**config.mk**
```make
export PLATFORM = sky130hd
export DESIGN_NAME = async_mixed_reset_flops
export DESIGN_NICKNAME = d
export VERILOG_FILES = /design/src/rtl/async_mixed_reset_flops.sv
export SDC_FILE = /design/constraint.sdc
export NUM_CORES = 1
export LEC_CHECK = 0
export ABC_CLOCK_PERIOD_IN_PS = 1100
export BUFFER_PORTS_ARGS = -buffer_cell sky130_fd_sc_hd__clkbuf_2
export CAP_MARGIN = 15
export CORE_AREA = 2 2 39 41
export DETAILED_ROUTE_END_ITERATION = 12
export DIE_AREA = 0 0 41 43
export SLEW_MARGIN = 5
export SYNTH_ARGS = -nofsm -noshare
export SYNTH_HDL_FRONTEND = slang
export SYNTH_SLANG_ARGS = --single-unit
```
**constraint.sdc**
```tcl
create_clock -name clk -period 1.1 [get_ports clk]
set_input_delay 0.11 -clock clk [delete_from_list [all_inputs] [get_ports clk]]
set_output_delay 0.11 -clock clk [all_outputs]
set_load 0.005 [all_outputs]
```
**src/rtl/async_mixed_reset_flops.sv**
```systemverilog
// Three single-bit flags that share d/e/r but each use a different reset style:
// q[0] clears synchronously on r=1, q[1] clears asynchronously on r=1, q[2] resets asynchronously on r=0.
module async_mixed_reset_flops (
  input  logic       clk,
  input  logic       r,
  input  logic       d,
  input  logic       e,
  output logic [2:0] q
);

  logic q0, q1, q2;

  // r is only sampled at the clock edge; changes between edges are invisible here
  always_ff @(posedge clk) begin
    if (r)      q0 <= 1'b0;
    else if (e) q0 <= d;
  end

  always_ff @(posedge clk or posedge r) begin
    if (r)      q1 <= 1'b0;
    else if (e) q1 <= d;
  end

  // Enable is inverted for this bit: it loads while e is low
  always_ff @(posedge clk or negedge r) begin
    if (!r)     q2 <= 1'b0;
    else if (!e) q2 <= d;
  end

  assign q = {q2, q1, q0};

endmodule

```
==> metrics, run 1 <==
Post-Route WL about 250 µm; post-CTS sizing 0; average wire per standard cell 6.81 µm; CP Cell Sequence clkbuf_2; worst path bufs/invs 1; Max clock buf depth 2; Synth area leaders dfrtp_1 (36%), buf_4 (16%), dfxtp_1 (14%); number of enable flip-flop cells after synthesis 0; vias per inst slightly below 3; R2R Setup Slk approximately 0.35 ns; CTS tree yes; CP startpoint kind register; Final #Nets 26; Req. time, crit path 0.99 ns; Slew @ Worst Pin 0.135 ns; DRC violations left 0; largest family of logic cells by synthesized area buffers and inverters; compound-cell area share of the yosys netlist under 10%; post-route insts no fill 37; initial antenna violation count 0; number of H-tree levels 1; Initial Util 10.0%; HP Class in -> reg; Slowest cell on crit path dfrtp_1; area fraction of the dominant cell type after synthesis about 36%; final setup fails 0; setup ws final ~0.28 ns; peak supply drop approximately 0.15 mV; Final HPWL DP roughly 200 µm; layout cells sized above 1 between 50 and 60%; Clock Latency Late Sink between 0.2 and 0.25 ns; asr flop ratio synth around two thirds; post-synthesis simple-gate area fraction under 10%; delay-heaviest family, CP flip-flops; Routed Antenna Nets 0; Max Cap Viol 0; IO buf count 6; Avg Cell Area, Syn roughly 11 µm²; GRT overflow 0; Inserted Diodes 0; DR iter-0 viols 0; RSZ-0062 raised after global routing false; CP endpoint kind primary output; area share of xor/xnor cells in the synthesized design 0%; count leader, synth buf_4; Ys Warns 0; crit path kind reg -> out; gp weighted congestion 0.418; area of the multi-input gates 38.8 µm²; relative slew slack approximately 91%; Fill cells around 160; Core ar. around 1400 µm²; clock transition at the registers of the reported paths 0.04 ns; CTS root buf clkbuf_4; Final Cycle Share approximately three quarters; FF/Latch Area around 70 µm²; Critical Path Max Stage Delay between 0.3 and 0.4 ns; die area 1760 µm²; die height 43 µm; Top Ports 7; Synth Net Count 17; post-synthesis mux area share a little over a tenth; fmax between 1000 and 1500 MHz; crit path launch q2$_DFFE_PN0N_; Hold Fails Final Rpt 0; Power Density 1720 nW/µm²; WP data arrival 0.71 ns; post-synthesis cell count 13; die width 41 µm; max-slew violations 0; Lkg Pwr ~0.10 nW; Yosys top cell by area dfrtp_1; Commonest cells post-synth buf_4 (3), dfrtp_1 (2), inv_1 (2); number of distinct library cells after synthesis 9; layout overhead on the synthesized area 45.9%; via count 110; R2R Path Start q2$_DFFE_PN0N_; mapped cell area approximately 140 µm²; Synth Area in Adders 0%; global-route wire length before repair roughly 350 µm; dpl ws ~0.36 ns; critical hold path startpoint d; critical-path maximum fanout 2; Fin Hold WS about 0.13 ns; post-synthesis sequential element count 3; GRT Total Usage under 10%; Num CTS Buffers 3; Pre-Repair DR Iteration Count 1; vias in the first global route 110; Std-Cell Rows 14; CTS Sinks 3; TNS Setup 0 ns; Post-Route Skew 0 ns; sequential share of the synthesized area around half; main flop type after synthesis dfrtp_1; Final Critical Period just over 0.8 ns; Placed Cells 32; status complete, no violations; largest net degree at the start of global routing 5
==> report_power, final <==
part	internal, mW	switching, mW	leakage, nW
sequential	0.120	0.00467	0.0321
clock	0.136	0.0530	0.0150
combinational	0.0207	0.0145	0.0539
==> what timing repair did <==
action / CTS / global route
setup endpoints to repair: 0 / 0
setup buffers: 0 / 0
endpoints found under the hold margin: 2 / 0
hold buffers: 1 / 0
==> path summary, 6_finish.rpt <==
path / end / depth (start not counted)
max: q[2] / 1
min: q2$_DFFE_PN0N_ / 2
max reg2reg: q2$_DFFE_PN0N_ / 1
min reg2reg: q0$_SDFFE_PP0P_ / 2
max in group asynchronous: q1$_DFFE_PP0P_ / 3
min in group asynchronous: q2$_DFFE_PN0N_ / 2
==> cell families (layout without fill, tap and decap cells) <==
group	after synthesis	count (layout)
AOI/OAI and AO/OA	2	2
buffers and inverters	5	13
DFF	3	3
muxes	1	1
and+or+nand+nor	2	2
==> state kept, by name, indices dropped and copies added, names as in the netlist <==
| signal | cells |
|---|---|
| q0 | 1 |
| q2 | 1 |
| q1 | 1 |
==> routing by layer <==
metal	track usage (%)	part of all wire, %	routed length, µm
met5	0	0	0
met4	10.0	0	0
met1	1.92	33	84
met3	0	7.9	20
met2	5.00	59	148
==> placed cells by master (no fill, tap or decap) <==
| cell | instances |
|---|---|
| clkbuf_2 | 6 |
| o21ai_0 | 1 |
| inv_1 | 2 |
| clkbuf_4 | 3 |
| dfrtp_1 | 2 |
| nand2b_1 | 1 |
| dfxtp_1 | 1 |
| clkbuf_1 | 1 |
| mux2_4 | 1 |
| dlygate4sd3_1 | 1 |
| a21oi_2 | 1 |
| nand2_1 | 1 |
==> through the flow <==
stage	total power, mW	area [µm²]	utilization [%]
after global routing	0.373	203	14.6
after CTS	0.361	203	14.6
after floorplan	0.151	139	-
after detailed placement	0.159	166	12.0
final	0.348	203	14.6
after global placement	0.158	166	12.0
==> final cells by class <==
type | instances | area share [%]
Clock buffer | 4 | 13.0
Inverter | 2 | 3.70
Multi-Input combinational cell | 5 | 19.1
Sequential cell | 3 | 34.6
Tap cell | 16 | 9.88
Timing Repair Buffer | 7 | 19.8
Power figures use the tool's default switching activity.
==> inputs of run 2 (changes only) <==
--- a/config.mk
+++ b/config.mk
@@ -5,7 +5,8 @@
 export SDC_FILE = /design/constraint.sdc
 export NUM_CORES = 1
 export LEC_CHECK = 0
-export ABC_CLOCK_PERIOD_IN_PS = 1100
+export ABC_AREA = 1
+export ABC_CLOCK_PERIOD_IN_PS = 850
 export BUFFER_PORTS_ARGS = -buffer_cell sky130_fd_sc_hd__clkbuf_2
 export CAP_MARGIN = 15
 export CORE_AREA = 2 2 39 41
==> constraint.sdc (replaced) <==
create_clock -name clk -period 0.85 [get_ports clk]
set_input_delay 0.085 -clock clk [delete_from_list [all_inputs] [get_ports clk]]
set_output_delay 0.085 -clock clk [all_outputs]
set_load 0.005 [all_outputs]
==> run 2 against run 1 <==
Compared with the run above: core utilization is 0.27 points higher; count of clock-buffer cells in the layout stayed put; worst setup slack worse by 0.23 ns; global-route usage is 0.89 points higher; area after synthesis is 2.7% lower; design area is 1.9% higher; largest power group unchanged.
==> metrics, run 2 <==
status complete, no violations; Slew @ Worst Pin 0.0929 ns (-0.0419 ns); Max clock buf depth 2 (unchanged); most frequent cells in the layout nand2_1 (7), clkbuf_2 (6), clkbuf_4 (3); Clock Latency Late Sink 0.24 ns (about the same); die height 43 µm (unchanged); relative slew slack 93.8% (+2.9 points); biggest registers after layout q0: 1 flops, q1: 1 flops, q2: 1 flops; Critical Path Max Stage Delay 0.37 ns (about the same); via count 123 (+12%); number of H-tree levels 1 (unchanged); Hold Fails Final Rpt 0 (unchanged); post-synthesis cell count 16 (+3); Top Ports 7 (unchanged); Core ar. 1380 µm² (unchanged); sequential share of the synthesized area 51.9% (+1.4 points); IO buf count 6 (unchanged); CTS root buf clkbuf_4; Req. time, crit path 0.76 ns (-0.23 ns); layout cells sized above 1 44.0% (-8.4 points); vias per inst 3.00 (+0.91%); Ys Warns 0 (unchanged); Num CTS Buffers 3 (unchanged); max-slew violations 0 (unchanged); die width 41 µm (unchanged); Post-Route Skew 0 ns (unchanged); count leader, synth nand2_1; TNS Setup 0 ns (unchanged); worst path bufs/invs 1 (unchanged); Final Cycle Share a little over nine tenths; average wire per standard cell 7.10 µm (+4.2%); final setup fails 0 (unchanged); Lkg Pwr 0.113 nW (+11%); CP Cell Sequence clkbuf_2; CTS Sinks 3 (unchanged); number of enable flip-flop cells after synthesis 0 (unchanged); GRT overflow 0 (unchanged); delay-heaviest family, CP flip-flops; largest net degree at the start of global routing 4 (-1); Max Cap Viol 0 (unchanged); Std-Cell Rows 14 (unchanged); Initial Util 9.76% (-0.27 points); Slowest cell on crit path dfrtp_1; Synth area leaders dfrtp_1 (37%), nand2_1 (19%), buf_4 (17%); CP startpoint kind register; asr flop ratio synth 66.7% (unchanged); number of distinct library cells after synthesis 6 (-3); Pre-Repair DR Iteration Count 1 (unchanged); clock transition at the registers of the reported paths 0.04 ns (about the same); Final Critical Period around 0.80 ns; WP data arrival 0.72 ns (about the same); peak supply drop 0.137 mV (-7.3%); mapped cell area 135 µm² (-2.7%); initial antenna violation count 0 (unchanged); final core utilization 14.9% (+0.27 points); die area 1760 µm² (unchanged); CTS tree yes; most common cell after layout, fill and taps aside nand2_1; crit path kind reg -> out; Routed Antenna Nets 0 (unchanged); Commonest cells post-synth nand2_1 (7), buf_4 (3), dfrtp_1 (2), inv_1 (2); setup ws final 0.0489 ns (-0.228 ns); main flop type after synthesis dfrtp_1; HP Class in -> reg; DR iter-0 viols 0 (unchanged); fmax 1250 MHz; area fraction of the dominant cell type after synthesis 37.0% (+1.0 points); vias in the first global route 135 (+23%); Yosys top cell by area dfrtp_1; Final #Nets 30 (+15%); Power Density 2230 nW/µm² (+30%); GRT Total Usage 4.60% (+0.89 points); Post-Route WL 291 µm (+15%); post-CTS sizing 0 (unchanged); RSZ-0062 raised after global routing false; dpl ws 0.257 ns (-0.105 ns); global-route wire length before repair 420 µm (+22%); layout overhead on the synthesized area 52.8%; critical-path maximum fanout 2 (unchanged); DRC violations left 0 (unchanged); Avg Cell Area, Syn 8.45 µm² (-21%); Synth Net Count 20 (+3); post-synthesis sequential element count 3 (unchanged); Inserted Diodes 0 (unchanged); CP endpoint kind primary output; gp weighted congestion 0.418 (unchanged)
run 2: cell types whose count changed in the layout (fill, tap and decap cells not counted), sizes merged:
cell	previous run	this run
nand2	1	7
buf	0	1
mux2	1	0
nand2b	1	0
o21ai	1	0
run 2: through the flow:
stage | cells | power, mW | hold WS [ns] | cell area [µm²]
2_1_floorplan | 16 | 0.191 | -0.211 | 135
3_3_place_gp | 35 | 0.198 | -0.117 | 163
3_5_place_dp | 35 | 0.200 | -0.117 | 163
4_1_cts | 40 | 0.469 | 0.0636 | 199
5_1_grt | 41 | 0.491 | 0.0969 | 206
6_report | 41 | 0.461 | 0.0650 | 206
run 2: repair_timing:
item | CTS | global route
setup buffers | 0 | 1
hold buffers | 1 | 0
hold endpoints to repair | 2 | 0
endpoints found under the setup margin | 0 | 1
run 2: metal layers:
metal | track usage (%) | part of all wire, %
met5 | 0 | 0
met4 | 12.0 | 4.8
met3 | 1.57 | 11
met2 | 5.94 | 54
met1 | 1.90 | 30
run 2: report_power, final:
part	internal [mW]	switching [mW]	leakage, nW
Combinational	0.0260	0.0209	0.0650
Sequential	0.154	0.00551	0.0326
Clock	0.176	0.0784	0.0150
Total	0.356	0.105	0.113
run 2: cell type report:
| type | count | area, µm² |
|---|---|---|
| inverter | 2 | 7.51 |
| sequential | 3 | 70.1 |
| clock buffer | 4 | 26.3 |
| timing repair buffer | 8 | 47.5 |
| fill | 166 | 1180 |
| tap | 16 | 20.0 |
| multi-input combinational | 8 | 35.0 |
run 2: worst paths after layout:
kind / start / to / slack (ns) / cells past startpoint
max: q2$_DFFE_PN0N_ / q[2] / 0.05 / 1
min: d / q2$_DFFE_PN0N_ / 0.06 / 3
max reg2reg: q2$_DFFE_PN0N_ / q2$_DFFE_PN0N_ / 0.14 / 3
min reg2reg: q0$_SDFFE_PP0P_ / q0$_SDFFE_PP0P_ / 0.47 / 2
max in group asynchronous: r / q1$_DFFE_PP0P_ / 0.50 / 3
min in group asynchronous: r / q2$_DFFE_PN0N_ / 0.18 / 2
run 2: cells by family (layout without fill, tap and decap cells):
logic type      count (synthesis)  in the layout  synth area share [%]
simple gates                    7              7                  19.4
buf+inv                         5             14                  22.2
compound gates                  1              1                  6.48
flops                           3              3                  51.9
==> inputs of run 3 (changes only) <==
--- a/config.mk
+++ b/config.mk
@@ -6,7 +6,7 @@
 export NUM_CORES = 1
 export LEC_CHECK = 0
 export ABC_AREA = 1
-export ABC_CLOCK_PERIOD_IN_PS = 850
+export ABC_CLOCK_PERIOD_IN_PS = 950
 export BUFFER_PORTS_ARGS = -buffer_cell sky130_fd_sc_hd__clkbuf_2
 export CAP_MARGIN = 15
 export CORE_AREA = 2 2 39 41
==> constraint.sdc (replaced) <==
create_clock -name clk -period 0.95 [get_ports clk]
set_input_delay 0.095 -clock clk [delete_from_list [all_inputs] [get_ports clk]]
set_output_delay 0.095 -clock clk [all_outputs]
set_load 0.005 [all_outputs]
==> run 3 against run 2 <==
Compared with the run above: via count shrank 4.9%; count of clock-buffer cells in the layout is the same; sequential cell count is the same; hold slack gained 0.0093 ns; power shrank 12%; largest cell class unchanged; largest power group unchanged; highest routed layer unchanged.
==> metrics, run 3 (synthesized netlist as in run 2, its figures left out) <==
status complete, no violations; GRT overflow 0 (unchanged); CP Cell Sequence clkbuf_2; die height 43 µm (unchanged); Post-Route Skew 0 ns (unchanged); Inserted Diodes 0 (unchanged); most common cell after layout, fill and taps aside nand2_1; Fill cells 166 (unchanged); GR Util met3 1.57% (unchanged); delay-heaviest family, CP flip-flops; WP data arrival 0.72 ns (about the same); Hold Fails Final Rpt 0 (unchanged); Slew @ Worst Pin 0.0929 ns (-0.000000238 ns); worst hold path depth 3 (unchanged); Core ar. 1380 µm² (unchanged); switching share of total power 22.7% (about the same); combinational share of power 9.0% (-1.2 points); HP Class in -> reg; Final #Nets 29 (-3.3%); Clock Latency Late Sink 0.24 ns (about the same); NetSw 0.0926 mW (-12%); GRT Total Usage 4.60% (unchanged); via count 117 (-4.9%); average wire per standard cell 7.03 µm (-1.0%); worst path bufs/invs 1 (unchanged); GRT Max-Usage Layer met4; Max clock buf depth 2 (unchanged); critical-path maximum fanout 2 (unchanged); post-CTS setup buffer count 0 (unchanged); Lkg Pwr 0.108 nW (-4.4%); max-slew violations 0 (unchanged); most frequent cells in the layout nand2_1 (7), clkbuf_2 (6), clkbuf_4 (3); FF/Latch Area 70.1 µm² (unchanged); Min-Delay Endpoint q2$_DFFE_PN0N_; IO buf count 6 (unchanged); R2R Path Start q2$_DFFE_PN0N_; layout overhead on the synthesized area 47.2%; CP endpoint kind primary output; CTS tree yes; layout cells sized above 1 41.7% (-2.3 points); fmax 1230 MHz; vias in the first global route 135 (unchanged); critical hold path startpoint d; TNS Setup 0 ns (unchanged); Top Ports 7 (unchanged); met1 Use GR 1.90% (unchanged); Internal Pwr Total 0.314 mW (-12%); Critical Path Max Stage Delay 0.37 ns (about the same); R2R Setup Slk 0.36 ns (+0.22 ns); Post-Route WL 281 µm (-3.4%); Routed Antenna Nets 0 (unchanged); Req. time, crit path 0.85 ns (+0.09 ns); Pre-Repair DR Iteration Count 1 (unchanged); Final Critical Period between 0.8 and 0.9 ns; final setup fails 0 (unchanged); gp weighted congestion 0.418 (unchanged); clock share of power 55.9% (+0.7 points); largest net degree at the start of global routing 4 (unchanged); peak supply drop 0.122 mV (-11%); RSZ-0062 raised after global routing false; Slowest cell on crit path dfrtp_1; crit path kind reg -> out; Num CTS Buffers 3 (unchanged); Reg power frac 35.1% (+0.5 points); dpl ws 0.357 ns (+0.100 ns); Std-Cell Rows 14 (unchanged); CP startpoint kind register; Worst R2R End q2$_DFFE_PN0N_; vias per inst 2.93 (-2.5%); CTS Sinks 3 (unchanged); area of the multi-input gates 35.0 µm² (unchanged); number of H-tree levels 1 (unchanged); initial antenna violation count 0 (unchanged); Max Cap Viol 0 (unchanged); DRC violations left 0 (unchanged); die width 41 µm (unchanged); DR iter-0 viols 0 (unchanged); CTS root buf clkbuf_4; die area 1760 µm² (unchanged); clock transition at the registers of the reported paths 0.04 ns (about the same); met2 Use GR 5.94% (unchanged); global-route wire length before repair 420 µm (unchanged); relative slew slack 93.8% (unchanged); Initial Util 9.76% (unchanged); Final Cycle Share 85.9%; setup ws final 0.134 ns (+0.0848 ns); R2R depth 2 (-1); Power Density 2050 nW/µm² (-8.4%); biggest registers after layout q0: 1 flops, q1: 1 flops, q2: 1 flops
run 3: cell types whose count changed in the layout (fill, tap and decap cells not counted), sizes merged:
cell	change
buf	-1
run 3: power by group through the flow:
| stage | Sequential (mW) | Clock (mW) | Combinational, mW |
|---|---|---|---|
| after global routing | 0.144 | 0.246 | 0.0437 |
| final | 0.143 | 0.228 | 0.0365 |
| after detailed placement | 0.145 | 0 | 0.0344 |
| after CTS | 0.143 | 0.239 | 0.0377 |
| after global placement | 0.144 | 0 | 0.0332 |
| after floorplan | 0.143 | 0 | 0.0275 |
run 3: metrics by stage:
step / hold slack [ns] / utilization (%) / power, mW / cells / cell area, µm²
finish: 0.0743 / 14.4 / 0.407 / 40 / 199
global route: 0.107 / 14.4 / 0.434 / 40 / 199
CTS: 0.0736 / 14.4 / 0.419 / 40 / 199
detailed placement: -0.107 / 11.8 / 0.179 / 35 / 163
global placement: -0.107 / 11.8 / 0.178 / 35 / 163
floorplan: -0.201 / - / 0.171 / 16 / 135
run 3: metal layers:
metal | vias up | wire length [µm]
li1 | 59 | -
met1 | 50 | 86
met4 | 0 | 14
met3 | 2 | 31
met2 | 6 | 148
met5 | - | 0
run 3: area by class of cell:
class,count,area share [%]
Multi-Input combinational cell,8,17.6
Clock buffer,4,13.2
Tap cell,16,10.1
Inverter,2,3.77
Sequential cell,3,35.2
Timing Repair Buffer,7,20.1
run 3: how the worst max path moves through the flow:
| stage | to | startpoint | cells past startpoint |
|---|---|---|---|
| finish | q[2] | q2$_DFFE_PN0N_ | 1 |
| floorplan | q[1] | q1$_DFFE_PP0P_ | 1 |
| CTS | q[2] | q2$_DFFE_PN0N_ | 1 |
| global route | q[2] | q2$_DFFE_PN0N_ | 1 |
| detailed placement | q1$_DFFE_PP0P_ | q1$_DFFE_PP0P_ | 2 |
| global placement | q2$_DFFE_PN0N_ | q2$_DFFE_PN0N_ | 2 |
run 3: what timing repair did:
| action | CTS | global route |
|---|---|---|
| gates resized for setup | 0 | 0 |
| hold buffers | 1 | 0 |
| hold endpoints to repair | 2 | 0 |
